--- config.mk ---
export PLATFORM = sky130hd
export DESIGN_NAME = vector_sequencer
export DESIGN_NICKNAME = d
export VERILOG_FILES = /design/src/rtl/vector_pkg.sv /design/src/rtl/vector_sequencer_line_stepper.sv /design/src/rtl/vector_sequencer.sv
export SDC_FILE = /design/constraint.sdc
export NUM_CORES = 1
export LEC_CHECK = 0
export CAP_MARGIN = 20
export CORE_ASPECT_RATIO = 0.75
export CORE_MARGIN = 2
export CORE_UTILIZATION = 26
export CTS_CLUSTER_DIAMETER = 100
export DETAILED_ROUTE_END_ITERATION = 10
export PLACE_DENSITY = 0.37
export SLEW_MARGIN = 40
export SYNTH_ARGS = -nofsm -noshare
export SYNTH_HDL_FRONTEND = slang
export SYNTH_SLANG_ARGS = --single-unit
--- constraint.sdc ---
create_clock -name clk -period 12.45 [get_ports clk]
set_input_delay 1.8675 -clock clk [delete_from_list [all_inputs] [get_ports clk]]
set_output_delay 1.8675 -clock clk [all_outputs]
set_load 0.01 [all_outputs]
--- src/rtl/vector_pkg.sv ---
// Shared definitions for the vector display sequencer: phase encoding,
// command type constants and default widths.
package vector_pkg;

    localparam int DEF_W  = 12;
    localparam int DEF_ZW = 8;

    localparam logic CMD_JUMP = 1'b0;
    localparam logic CMD_DRAW = 1'b1;

    typedef enum logic [1:0] {
        ST_IDLE = 2'd0,
        ST_PRE  = 2'd1,
        ST_MOVE = 2'd2,
        ST_POST = 2'd3
    } seq_state_e;

    // Which point the output register loads on the next edge.
    typedef enum logic [2:0] {
        EMIT_NONE = 3'd0,
        EMIT_HOLD = 3'd1,
        EMIT_CUR  = 3'd2,
        EMIT_LINE = 3'd3,
        EMIT_TGT  = 3'd4
    } emit_e;

    function automatic logic is_draw(input logic cmd_type);
        return cmd_type == CMD_DRAW;
    endfunction

endpackage

--- src/rtl/vector_sequencer_line_stepper.sv ---
// Bresenham line core. nx/ny show the point the next step lands on; with load
// and step together the first step is taken straight from the load inputs.
module line_stepper
    import vector_pkg::*;
#(
    parameter int W = DEF_W
) (
    input  logic         clk,
    input  logic         reset_n,
    input  logic         load,
    input  logic         step,
    input  logic [W-1:0] x0,
    input  logic [W-1:0] y0,
    input  logic [W-1:0] x1,
    input  logic [W-1:0] y1,
    output logic [W-1:0] nx,
    output logic [W-1:0] ny,
    output logic         done
);

    localparam int EW = W + 2;

    logic [W-1:0] pos_x_q, pos_x_d, pos_y_q, pos_y_d;
    logic [W-1:0] tgt_x_q, tgt_x_d, tgt_y_q, tgt_y_d;
    logic [W-1:0] maj_q, maj_d, min_q, min_d, cnt_q, cnt_d;
    logic         sx_q, sx_d, sy_q, sy_d, xmaj_q, xmaj_d;
    logic signed [EW-1:0] err_q, err_d;

    logic [W-1:0] ld_dx, ld_dy, ld_maj, ld_min;
    logic signed [EW:0] ld_err;
    logic [W-1:0] w_x, w_y, w_tx, w_ty, w_maj, w_min, w_cnt;
    logic         w_sx, w_sy, w_xmaj;
    logic signed [EW-1:0] w_err;
    logic         minor_step;
    logic [W-1:0] fx, fy;
    logic signed [EW:0] min2, maj2, err_next;

    // Working set: freshly derived line parameters on load, stored ones otherwise.
    always_comb begin
        ld_dx  = (x1 >= x0) ? (x1 - x0) : (x0 - x1);
        ld_dy  = (y1 >= y0) ? (y1 - y0) : (y0 - y1);
        ld_maj = (ld_dx >= ld_dy) ? ld_dx : ld_dy;
        ld_min = (ld_dx >= ld_dy) ? ld_dy : ld_dx;
        ld_err = $signed({2'b00, ld_min, 1'b0}) - $signed({3'b000, ld_maj});
        if (load) begin
            w_x    = x0;
            w_y    = y0;
            w_tx   = x1;
            w_ty   = y1;
            w_maj  = ld_maj;
            w_min  = ld_min;
            w_cnt  = ld_maj;
            w_sx   = (x1 < x0);
            w_sy   = (y1 < y0);
            w_xmaj = (ld_dx >= ld_dy);
            w_err  = ld_err[EW-1:0];
        end else begin
            w_x    = pos_x_q;
            w_y    = pos_y_q;
            w_tx   = tgt_x_q;
            w_ty   = tgt_y_q;
            w_maj  = maj_q;
            w_min  = min_q;
            w_cnt  = cnt_q;
            w_sx   = sx_q;
            w_sy   = sy_q;
            w_xmaj = xmaj_q;
            w_err  = err_q;
        end
    end

    // One Bresenham step; the final step snaps onto the target.
    always_comb begin
        minor_step = !w_err[EW-1] && (w_err != '0);
        fx         = w_sx ? (w_x - W'(1)) : (w_x + W'(1));
        fy         = w_sy ? (w_y - W'(1)) : (w_y + W'(1));
        min2       = $signed({2'b00, w_min, 1'b0});
        maj2       = minor_step ? $signed({2'b00, w_maj, 1'b0}) : $signed({(EW+1){1'b0}});
        err_next   = $signed({w_err[EW-1], w_err}) + min2 - maj2;
        if (w_cnt <= W'(1)) begin
            nx = w_tx;
            ny = w_ty;
        end else if (w_xmaj) begin
            nx = fx;
            ny = minor_step ? fy : w_y;
        end else begin
            nx = minor_step ? fx : w_x;
            ny = fy;
        end
    end

    // Next register values: keep the working set, advance it when stepping.
    always_comb begin
        pos_x_d = w_x;
        pos_y_d = w_y;
        tgt_x_d = w_tx;
        tgt_y_d = w_ty;
        maj_d   = w_maj;
        min_d   = w_min;
        cnt_d   = w_cnt;
        sx_d    = w_sx;
        sy_d    = w_sy;
        xmaj_d  = w_xmaj;
        err_d   = w_err;
        if (step && (w_cnt != '0)) begin
            pos_x_d = nx;
            pos_y_d = ny;
            cnt_d   = w_cnt - W'(1);
            err_d   = err_next[EW-1:0];
        end else begin
            cnt_d   = w_cnt;
        end
    end

    // Line state registers.
    always_ff @(posedge clk or negedge reset_n) begin
        if (!reset_n) begin
            pos_x_q <= '0;
            pos_y_q <= '0;
            tgt_x_q <= '0;
            tgt_y_q <= '0;
            maj_q   <= '0;
            min_q   <= '0;
            cnt_q   <= '0;
            sx_q    <= 1'b0;
            sy_q    <= 1'b0;
            xmaj_q  <= 1'b0;
            err_q   <= '0;
        end else begin
            pos_x_q <= pos_x_d;
            pos_y_q <= pos_y_d;
            tgt_x_q <= tgt_x_d;
            tgt_y_q <= tgt_y_d;
            maj_q   <= maj_d;
            min_q   <= min_d;
            cnt_q   <= cnt_d;
            sx_q    <= sx_d;
            sy_q    <= sy_d;
            xmaj_q  <= xmaj_d;
            err_q   <= err_d;
        end
    end

    assign done = (cnt_q == '0);

endmodule

--- src/rtl/vector_sequencer.sv ---
// Command-to-point sequencer: turns jump/draw commands into dwell, move and
// settle points streamed to the DAC side over valid/ready.
module vector_sequencer
    import vector_pkg::*;
#(
    parameter int W         = DEF_W,
    parameter int ZW        = DEF_ZW,
    parameter int DWELL_W   = 6,
    parameter int JUMP_PRE  = 2,
    parameter int JUMP_POST = 2,
    parameter int DRAW_PRE  = 3,
    parameter int DRAW_POST = 3
) (
    input  logic          clk,
    input  logic          reset_n,
    input  logic          cmd_valid,
    output logic          cmd_ready,
    input  logic          cmd_draw,
    input  logic [W-1:0]  cmd_x,
    input  logic [W-1:0]  cmd_y,
    input  logic [ZW-1:0] cmd_z,
    output logic          pt_valid,
    input  logic          pt_ready,
    output logic [W-1:0]  pt_x,
    output logic [W-1:0]  pt_y,
    output logic [ZW-1:0] pt_z,
    output logic          busy
);

    seq_state_e state_q, state_d;
    emit_e      emit_s;

    logic [DWELL_W-1:0] dwell_q, dwell_d, pre_cnt, post_cnt;
    logic [W-1:0]  cur_x_q, cur_x_d, cur_y_q, cur_y_d;
    logic [W-1:0]  tgt_x_q, tgt_x_d, tgt_y_q, tgt_y_d;
    logic [ZW-1:0] z_q, z_d;
    logic          draw_q, draw_d, rdy_q, rdy_d;
    logic          pt_valid_q, pt_valid_d;
    logic [W-1:0]  pt_x_q, pt_x_d, pt_y_q, pt_y_d;
    logic [ZW-1:0] pt_z_q, pt_z_d;

    logic          is_idle, cmd_fire, pt_fire, finish_s, ln_step, ln_done;
    logic          w_draw;
    logic [W-1:0]  w_tx, w_ty, ln_nx, ln_ny;
    logic [ZW-1:0] w_zpt;

    assign is_idle   = (state_q == ST_IDLE);
    assign cmd_ready = is_idle && rdy_q;
    assign cmd_fire  = cmd_valid && cmd_ready;
    assign pt_fire   = pt_valid_q && pt_ready;
    assign busy      = !is_idle;
    assign pt_valid  = pt_valid_q;
    assign pt_x      = pt_x_q;
    assign pt_y      = pt_y_q;
    assign pt_z      = pt_z_q;

    // In IDLE the command inputs are live; afterwards the latched copy is used.
    always_comb begin
        w_draw   = is_idle ? cmd_draw : draw_q;
        w_tx     = is_idle ? cmd_x : tgt_x_q;
        w_ty     = is_idle ? cmd_y : tgt_y_q;
        w_zpt    = is_draw(w_draw) ? (is_idle ? cmd_z : z_q) : ZW'(0);
        pre_cnt  = is_draw(w_draw) ? DWELL_W'(DRAW_PRE)  : DWELL_W'(JUMP_PRE);
        post_cnt = is_draw(w_draw) ? DWELL_W'(DRAW_POST) : DWELL_W'(JUMP_POST);
    end

    line_stepper #(.W(W)) u_line (
        .clk     (clk),
        .reset_n (reset_n),
        .load    (cmd_fire),
        .step    (ln_step),
        .x0      (cur_x_q),
        .y0      (cur_y_q),
        .x1      (cmd_x),
        .y1      (cmd_y),
        .nx      (ln_nx),
        .ny      (ln_ny),
        .done    (ln_done)
    );

    // Next-state: phases advance on handshakes, empty phases fall straight through.
    always_comb begin
        state_d  = state_q;
        dwell_d  = dwell_q;
        emit_s   = EMIT_HOLD;
        finish_s = 1'b0;
        case (state_q)
            ST_IDLE: begin
                emit_s = EMIT_NONE;
                if (cmd_fire) begin
                    if (pre_cnt != '0) begin
                        state_d = ST_PRE;
                        dwell_d = pre_cnt - DWELL_W'(1);
                        emit_s  = EMIT_CUR;
                    end else begin
                        state_d = ST_MOVE;
                        emit_s  = is_draw(w_draw) ? EMIT_LINE : EMIT_TGT;
                    end
                end else begin
                    state_d = ST_IDLE;
                end
            end
            ST_PRE: begin
                if (pt_fire && (dwell_q != '0)) begin
                    dwell_d = dwell_q - DWELL_W'(1);
                end else if (pt_fire) begin
                    state_d = ST_MOVE;
                    emit_s  = is_draw(w_draw) ? EMIT_LINE : EMIT_TGT;
                end else begin
                    emit_s  = EMIT_HOLD;
                end
            end
            ST_MOVE: begin
                if (pt_fire && is_draw(w_draw) && !ln_done) begin
                    emit_s = EMIT_LINE;
                end else if (pt_fire && (post_cnt != '0)) begin
                    state_d = ST_POST;
                    dwell_d = post_cnt - DWELL_W'(1);
                    emit_s  = EMIT_TGT;
                end else if (pt_fire) begin
                    state_d  = ST_IDLE;
                    emit_s   = EMIT_NONE;
                    finish_s = 1'b1;
                end else begin
                    emit_s = EMIT_HOLD;
                end
            end
            ST_POST: begin
                if (pt_fire && (dwell_q != '0)) begin
                    dwell_d = dwell_q - DWELL_W'(1);
                end else if (pt_fire) begin
                    state_d  = ST_IDLE;
                    emit_s   = EMIT_NONE;
                    finish_s = 1'b1;
                end else begin
                    emit_s = EMIT_HOLD;
                end
            end
            default: begin
                state_d = ST_IDLE;
                emit_s  = EMIT_NONE;
            end
        endcase
    end

    // Output and datapath next values.
    always_comb begin
        pt_valid_d = pt_valid_q;
        pt_x_d     = pt_x_q;
        pt_y_d     = pt_y_q;
        pt_z_d     = pt_z_q;
        ln_step    = 1'b0;
        case (emit_s)
            EMIT_NONE: pt_valid_d = 1'b0;
            EMIT_HOLD: pt_valid_d = pt_valid_q;
            EMIT_CUR: begin
                pt_valid_d = 1'b1;
                pt_x_d     = cur_x_q;
                pt_y_d     = cur_y_q;
                pt_z_d     = w_zpt;
            end
            EMIT_LINE: begin
                pt_valid_d = 1'b1;
                pt_x_d     = ln_nx;
                pt_y_d     = ln_ny;
                pt_z_d     = w_zpt;
                ln_step    = 1'b1;
            end
            EMIT_TGT: begin
                pt_valid_d = 1'b1;
                pt_x_d     = w_tx;
                pt_y_d     = w_ty;
                pt_z_d     = w_zpt;
            end
            default: pt_valid_d = 1'b0;
        endcase
        tgt_x_d = cmd_fire ? cmd_x : tgt_x_q;
        tgt_y_d = cmd_fire ? cmd_y : tgt_y_q;
        z_d     = cmd_fire ? cmd_z : z_q;
        draw_d  = cmd_fire ? cmd_draw : draw_q;
        cur_x_d = finish_s ? tgt_x_q : cur_x_q;
        cur_y_d = finish_s ? tgt_y_q : cur_y_q;
        rdy_d   = 1'b1;
    end

    // State, position and output registers.
    always_ff @(posedge clk or negedge reset_n) begin
        if (!reset_n) begin
            state_q    <= ST_IDLE;
            dwell_q    <= '0;
            cur_x_q    <= '0;
            cur_y_q    <= '0;
            tgt_x_q    <= '0;
            tgt_y_q    <= '0;
            z_q        <= '0;
            draw_q     <= CMD_JUMP;
            rdy_q      <= 1'b0;
            pt_valid_q <= 1'b0;
            pt_x_q     <= '0;
            pt_y_q     <= '0;
            pt_z_q     <= '0;
        end else begin
            state_q    <= state_d;
            dwell_q    <= dwell_d;
            cur_x_q    <= cur_x_d;
            cur_y_q    <= cur_y_d;
            tgt_x_q    <= tgt_x_d;
            tgt_y_q    <= tgt_y_d;
            z_q        <= z_d;
            draw_q     <= draw_d;
            rdy_q      <= rdy_d;
            pt_valid_q <= pt_valid_d;
            pt_x_q     <= pt_x_d;
            pt_y_q     <= pt_y_d;
            pt_z_q     <= pt_z_d;
        end
    end

endmodule

### After elaboration in Yosys (flattened, before gate mapping)

Index checks and enable logic that the tools add are counted.

| word-level totals | value |
|---|---|
| bits in registers | 200 |
| logic and storage cells | 150 |
| output and inout port bits | 35 |
| input bits | 37 |

| operators by class | value |
|---|---|
| magnitude comparators | 6 |
| add/subtract/negate cells | 14 |
| mux-type cells | 68 |
| equal/unequal tests | 15 |
| reductions and logical operators | 23 |

Operators with widths:

| cell | count |
|---|---|
| 12-bit 2-to-1 mux | 24 |
| 12-bit case mux with 3 select lines | 2 |
| 12-bit subtractor | 4 |
| 12-bit greater-or-equal comparator | 3 |
| 12-bit by 1-bit subtractor with 12-bit output, second input constant | 3 |
| 6-bit 2-to-1 mux | 5 |
| 14-bit 2-to-1 mux | 2 |
| 12-bit by 1-bit adder with 12-bit output, second input constant | 2 |
| 12-bit less-than comparator | 2 |
| 3-bit 2-to-1 mux | 8 |
| 6-bit case mux with 3 select lines | 1 |
| 2-bit 2-to-1 mux | 8 |
| 8-bit 2-to-1 mux | 2 |
| 14-bit adder | 1 |
| 14-bit nonzero test | 1 |
| 13-bit by 12-bit subtractor with 14-bit output | 1 |
| 14-bit subtractor | 1 |
| 13-bit 2-to-1 mux | 1 |
| 12-bit by 1-bit less-or-equal comparator with 1-bit output, second input constant | 1 |
| 12-bit zero test | 1 |
| 3-bit case mux with 4 select lines | 1 |
| 12-bit nonzero test | 1 |
| 6-bit nonzero test | 2 |
| 1-bit 2-to-1 mux | 11 |
| other kinds (19) | 38 |

### Depth between registers and ports, before layout

| depth | value |
|---|---|
| word-level depth | 12 |
| gate-level depth with buffers | 52 |
| mapped depth without buffers | 48 |

### Modules after synthesis

A second synthesis with hierarchy kept.

| second synthesis, totals | value |
|---|---|
| cells, all modules | 1759 |
| area total of the unflattened synthesis | 15711.3 sq um |

By module, submodules not included:

| module | instances | cells an instance | sequential area each (sq um) | area each (sq um) |
|---|---|---|---|---|
| line_stepper | 1 | 1303 | 2527.4 | 10949.3 |
| vector_sequencer | 1 | 456 | 2477.4 | 4762.1 |

### Worst setup path before layout

Ideal clock, no wire load.

| timing | value |
|---|---|
| path type | input port to flip-flop |
| start | input port cmd_y[5] |
| end | register u_line.err_q[13] |
| setup time | 130 ps |
| data required time | 12320 ps |
| arrival | 11585 ps |
| buffers on the path | 6 |
| setup slack | 735 ps |
| cell stages on the path | 48 |
| cells stage by stage | inv_1 > ha_1 > buf_2 > a21o_1 > a31o_4 > o21ai_2 > nand2_1 > mux2_2 > a221oi_1 > xnor2_1 > inv_1 > ha_1 > nand3_1 > a21boi_0 > nor2_1 > o21ai_0 > clkbuf_1 > clkbuf_1 > [12 not listed] > clkbuf_1 > nand3_1 > fa_1 > fa_1 > a21o_1 > a21oi_1 > o21bai_1 > a21oi_1 > nor2b_1 > o21a_1 > o21ai_0 > nand2b_1 > a21oi_1 > o21bai_1 > a21oi_1 > xnor2_1 > nor2_1 > xnor2_1 |

| between the ends | value |
|---|---|
| word-level cells in the longest chain between the ends | 11 |
| elaborated cells on any way between the ends | 21 |
| those cells by class | 5 x add/sub; 2 x order compare; 9 x mux; 5 x reduce/logical |

Ends and longest elaborated chain:

| item | line | RTL |
|---|---|---|
| start: declaration | vector_sequencer.sv:20 | `input logic [W-1:0] cmd_y,` |
| 12-bit subtractor / 12-bit greater-or-equal comparator (equally long branches) | vector_sequencer_line_stepper.sv:41 | `ld_dy = (y1 >= y0) ? (y1 - y0) : (y0 - y1);` |
| 12-bit 2-to-1 mux (*) | vector_sequencer_line_stepper.sv:41 |  |
| parallel branches: the longest is 8 deep, another holds 13-bit by 12-bit subtractor with 14-bit output | - |  |
| 14-bit 2-to-1 mux (*) | vector_sequencer_line_stepper.sv:105 | `if (step && (w_cnt != '0)) begin` |
| via u_line.err_d[13] | vector_sequencer_line_stepper.sv:27 | `logic signed [EW-1:0] err_q, err_d;` |
| end signal: assignment | vector_sequencer_line_stepper.sv:140 | `err_q <= err_d;` |
| end: declaration | vector_sequencer_line_stepper.sv:27 |  |

Mark *: on every way through the listed nets, which the timed path passes.
A chain may end at the register's enable or synchronous reset.

### Worst setup path after layout

| timing | value |
|---|---|
| start | input port cmd_y[9] |
| end | register u_line.err_q[13] |

Same word-level chain as after synthesis.

==> metrics.txt <==
Worst path max stage delay=around 0.55 ns; routing usage on met3=0.0289; initial core utilization=0.262; GR Overflow Total=0; clock sinks=200; Setup TNS Final=0 ns; CTS root buf=clkbuf_16; GRT Total Usage=0.179; Die Ht=212 um; syn_area_per_cell=8.76 um2; # rows=76; slowest CP cell=clkdlybuf4s50_1; Leak=around 0.008 uW; worst hold path type=reg2reg; Area growth, synth to finish=17.8%; Max FO, Critical Path=7; antenna violations before repair=0; drt total wl=around 52000 um; fill count=6013; CP arrival=about 12 ns; RePlAce Congestion=a little under 0.9; # H-tree levels=4; Final Skew=roughly 0.013 ns; first-pass GRT wire length=roughly 80000 um; hold path start=u_line.maj_q[3]; proportion of layout cells with a drive suffix above 1=0.113; Synth Instances=1707; routed wire length per instance=between 20 and 25 um; top cells by area, synth=dfrtp_1 33%, ha_1 8.4%, nand2_1 6.4%, a21oi_1 3.9%, mux2i_1 3.9%; buffer depth of the longest clock path=2; count of different cell masters after synthesis=97; # DRC=0; fin area=0.0176 mm2; peak supply drop=around 0.00012 V; worst slew pin tran=approximately 0.80 ns; WHS Path Cells=1; Post-Syn Area=0.0150 mm2; PD cells=around 260 mW/mm2; nets=about 1.9k; reg2reg setup slack=between 2 and 2.5 ns; asr flop ratio synth=1.00; Initial DRT Pass Iterations=5; IO Count=72; register area share after synthesis=0.335; startpoint class of the critical path=input pin; Rel. slew slack=0.468; die width=approximately 280 um; CTS clk-pin slew, worst paths=about 0.080 ns; total CTS buffers=17; DIE AREA=0.0595 mm2; vias in the first global route=roughly 13k; Most used DFF post-synth=dfrtp_1; critical setup path kind=in2reg; Max Cap Viol=0; status=completed; GR Util met1=0.268; largest net degree at the start of global routing=roughly 120; hold_buf cts=0; Placed Area=between 0.015 and 0.02 mm2; share of the synthesized area in the top cell type=0.335; ANT nets after route=0; Critical R2R Capture=u_line.err_q[13]; worst-skew pair later-pin latency=0.48 ns; crit end category=flip-flop; Via density=a little under 5; max-slew violation count=0; Fmax=0.0854 GHz; Final setup viols=0; vias=approximately 13k; Initial DRC Count=between 900 and 1k; cell mode on critical path=a21oi_1; required time of the critical path=12.81 ns; Net Count, Synth=1865; cell taking the most area after synthesis=dfrtp_1; Tmin final=11.71 ns; cell count of the worst reg-to-reg path=between 40 and 50; Syn. warnings=0; Hold Fails Final Rpt=0; WHS Endpoint=u_line.maj_q[3]; diodes inserted=0; Post-synth EDFFs=0; DP HPWL=38900 um; CTS tree=done; Placeable Area=about 0.057 mm2; met2 Use GR=0.266; Seq cells post-synth=200; Critical R2R Launch=cur_y_q[0]; gr busiest metal=met1; port bufs=71; Final period util=0.941
[Yosys cell counts, types with 4 or more instances]
master,n
a211oi_1,36
o31ai_1,13
nor3_1,22
nor2_1,110
and3_1,19
xor2_1,20
a21boi_0,22
nand2b_1,7
nand4_1,8
a31oi_1,12
mux2_1,5
o21a_1,15
mux2i_1,58
a21oi_2,5
clkbuf_1,53
dfrtp_1,200
o21bai_1,14
nand2_1,254
o21ai_0,87
o211ai_1,14
or3_1,8
or2_2,6
nor3b_1,4
nand3_1,18
buf_2,14
o221ai_1,23
a21o_1,29
o22ai_1,10
a221o_1,18
xnor2_1,42
a21oi_1,118
and2_1,17
fa_1,20
a221oi_1,5
nor2b_1,7
ha_1,101
o21ai_1,10
inv_1,142
buf_1,8
nor4_1,8
buf_6,7
mux2_2,34
[metal layers]
layer	wire length (um)	part of all wire
met1	27300	0.52
met2	22400	0.43
met4	690	0.013
met5	0	0
met3	1730	0.033
[final cells by class]
| type | instances | area (um2) | share of cell area |
|---|---|---|---|
| flip-flops and latches | 200 | 5000 | 0.284 |
| well taps | 780 | 976 | 0.0554 |
| multi-input cells | 1279 | 9190 | 0.522 |
| inverters | 144 | 541 | 0.0307 |
| clock inverters | 13 | 161 | 0.00916 |
| clock buffers | 19 | 453 | 0.0257 |
| repair buffers | 139 | 1290 | 0.0734 |
[layout by cell type, fill, tap and decap left out, types with 15 or more instances in the layout]
| master | Yosys | layout |
|---|---|---|
| nor3_1 | 22 | 22 |
| a21o_1 | 29 | 29 |
| nand3_1 | 18 | 18 |
| and3_1 | 19 | 18 |
| and2_1 | 17 | 17 |
| mux2i_1 | 58 | 57 |
| o21a_1 | 15 | 15 |
| buf_4 | 2 | 62 |
| mux2_2 | 34 | 34 |
| clkdlybuf4s50_1 | 0 | 70 |
| xor2_1 | 20 | 20 |
| a21oi_1 | 118 | 117 |
| a21boi_0 | 22 | 21 |
| inv_1 | 142 | 142 |
| ha_1 | 101 | 101 |
| a221o_1 | 18 | 18 |
| o221ai_1 | 23 | 23 |
| fa_1 | 20 | 20 |
| xnor2_1 | 42 | 39 |
| nor2_1 | 110 | 107 |
| nand2_1 | 254 | 253 |
| dfrtp_1 | 200 | 200 |
| a211oi_1 | 36 | 35 |
| o21ai_0 | 87 | 82 |
| clkbuf_16 | 0 | 17 |
[critical path: cells and delay by family]
family	cells	cell delay (ns)
AO/OA/AOI/OAI	18	3.61
adder cells (fa/ha/maj)	6	2.59
AND/OR/NAND/NOR	12	2.34
buffers and inverters	3	0.82
XOR/XNOR	3	0.45
multiplexers	1	0.37
[report_power, final]
group | internal (uW) | switching (uW) | leakage [uW]
registers | 893 | 136 | 0.00258
clock network | 314 | 300 | 0.000295
logic | 1240 | 1720 | 0.00526
total | 2440 | 2150 | 0.00813
[cell families after synthesis]
logic type,Yosys count,synth area share
and+or+nand+nor,510,0.155
xor gates and xnor gates,67,0.0427
AOI/OAI and AO/OA,476,0.219
muxes,101,0.0726
adders and majority gates,124,0.113
DFF,200,0.335
buffers and inverters,228,0.0624
other,1,0.000251
[flip-flops by register name, summed over array words and instances, names as in the netlist, 12 cells and up]
name / flops
u_line.tgt_x_q: 12
cur_x_q: 12
tgt_y_q: 12
u_line.min_q: 12
u_line.maj_q: 12
pt_y: 12
u_line.tgt_y_q: 12
tgt_x_q: 12
u_line.pos_y_q: 12
u_line.err_q: 14
cur_y_q: 12
pt_x: 12
u_line.cnt_q: 12
u_line.pos_x_q: 12
[worst max-delay path by stage]
| stage | from | end | cells after the start |
|---|---|---|---|
| final | cmd_y[9] | u_line.err_q[13] | 43 |
| after global routing | cmd_y[0] | u_line.err_q[13] | 48 |
| after CTS | cmd_y[2] | u_line.err_q[13] | 41 |
| after detailed placement | cmd_y[2] | u_line.err_q[13] | 41 |
| after global placement | cmd_y[3] | u_line.err_q[13] | 44 |
| after floorplan | cmd_y[5] | u_line.err_q[13] | 48 |
[stage by stage]
stage               std cells  total power [uW]  worst slack (ns)  hold slack (ns)  utilization
floorplan                1707              3080             0.735            0.435            -
global route             2574              5030           -0.0328            0.505        0.308
finish                   2574              4600             0.740            0.482        0.308
global placement         2536              3940           -0.0836            0.462        0.294
detailed placement       2538              3940            -0.129            0.461        0.295
CTS                      2570              4590             0.349            0.479        0.306
[what timing repair did]
action	4_1_cts	5_1_grt
resized for setup	0	18
endpoints found under the setup margin	0	4
buffers inserted	0	3
No activity file was read; power rests on OpenSTA's default activity.
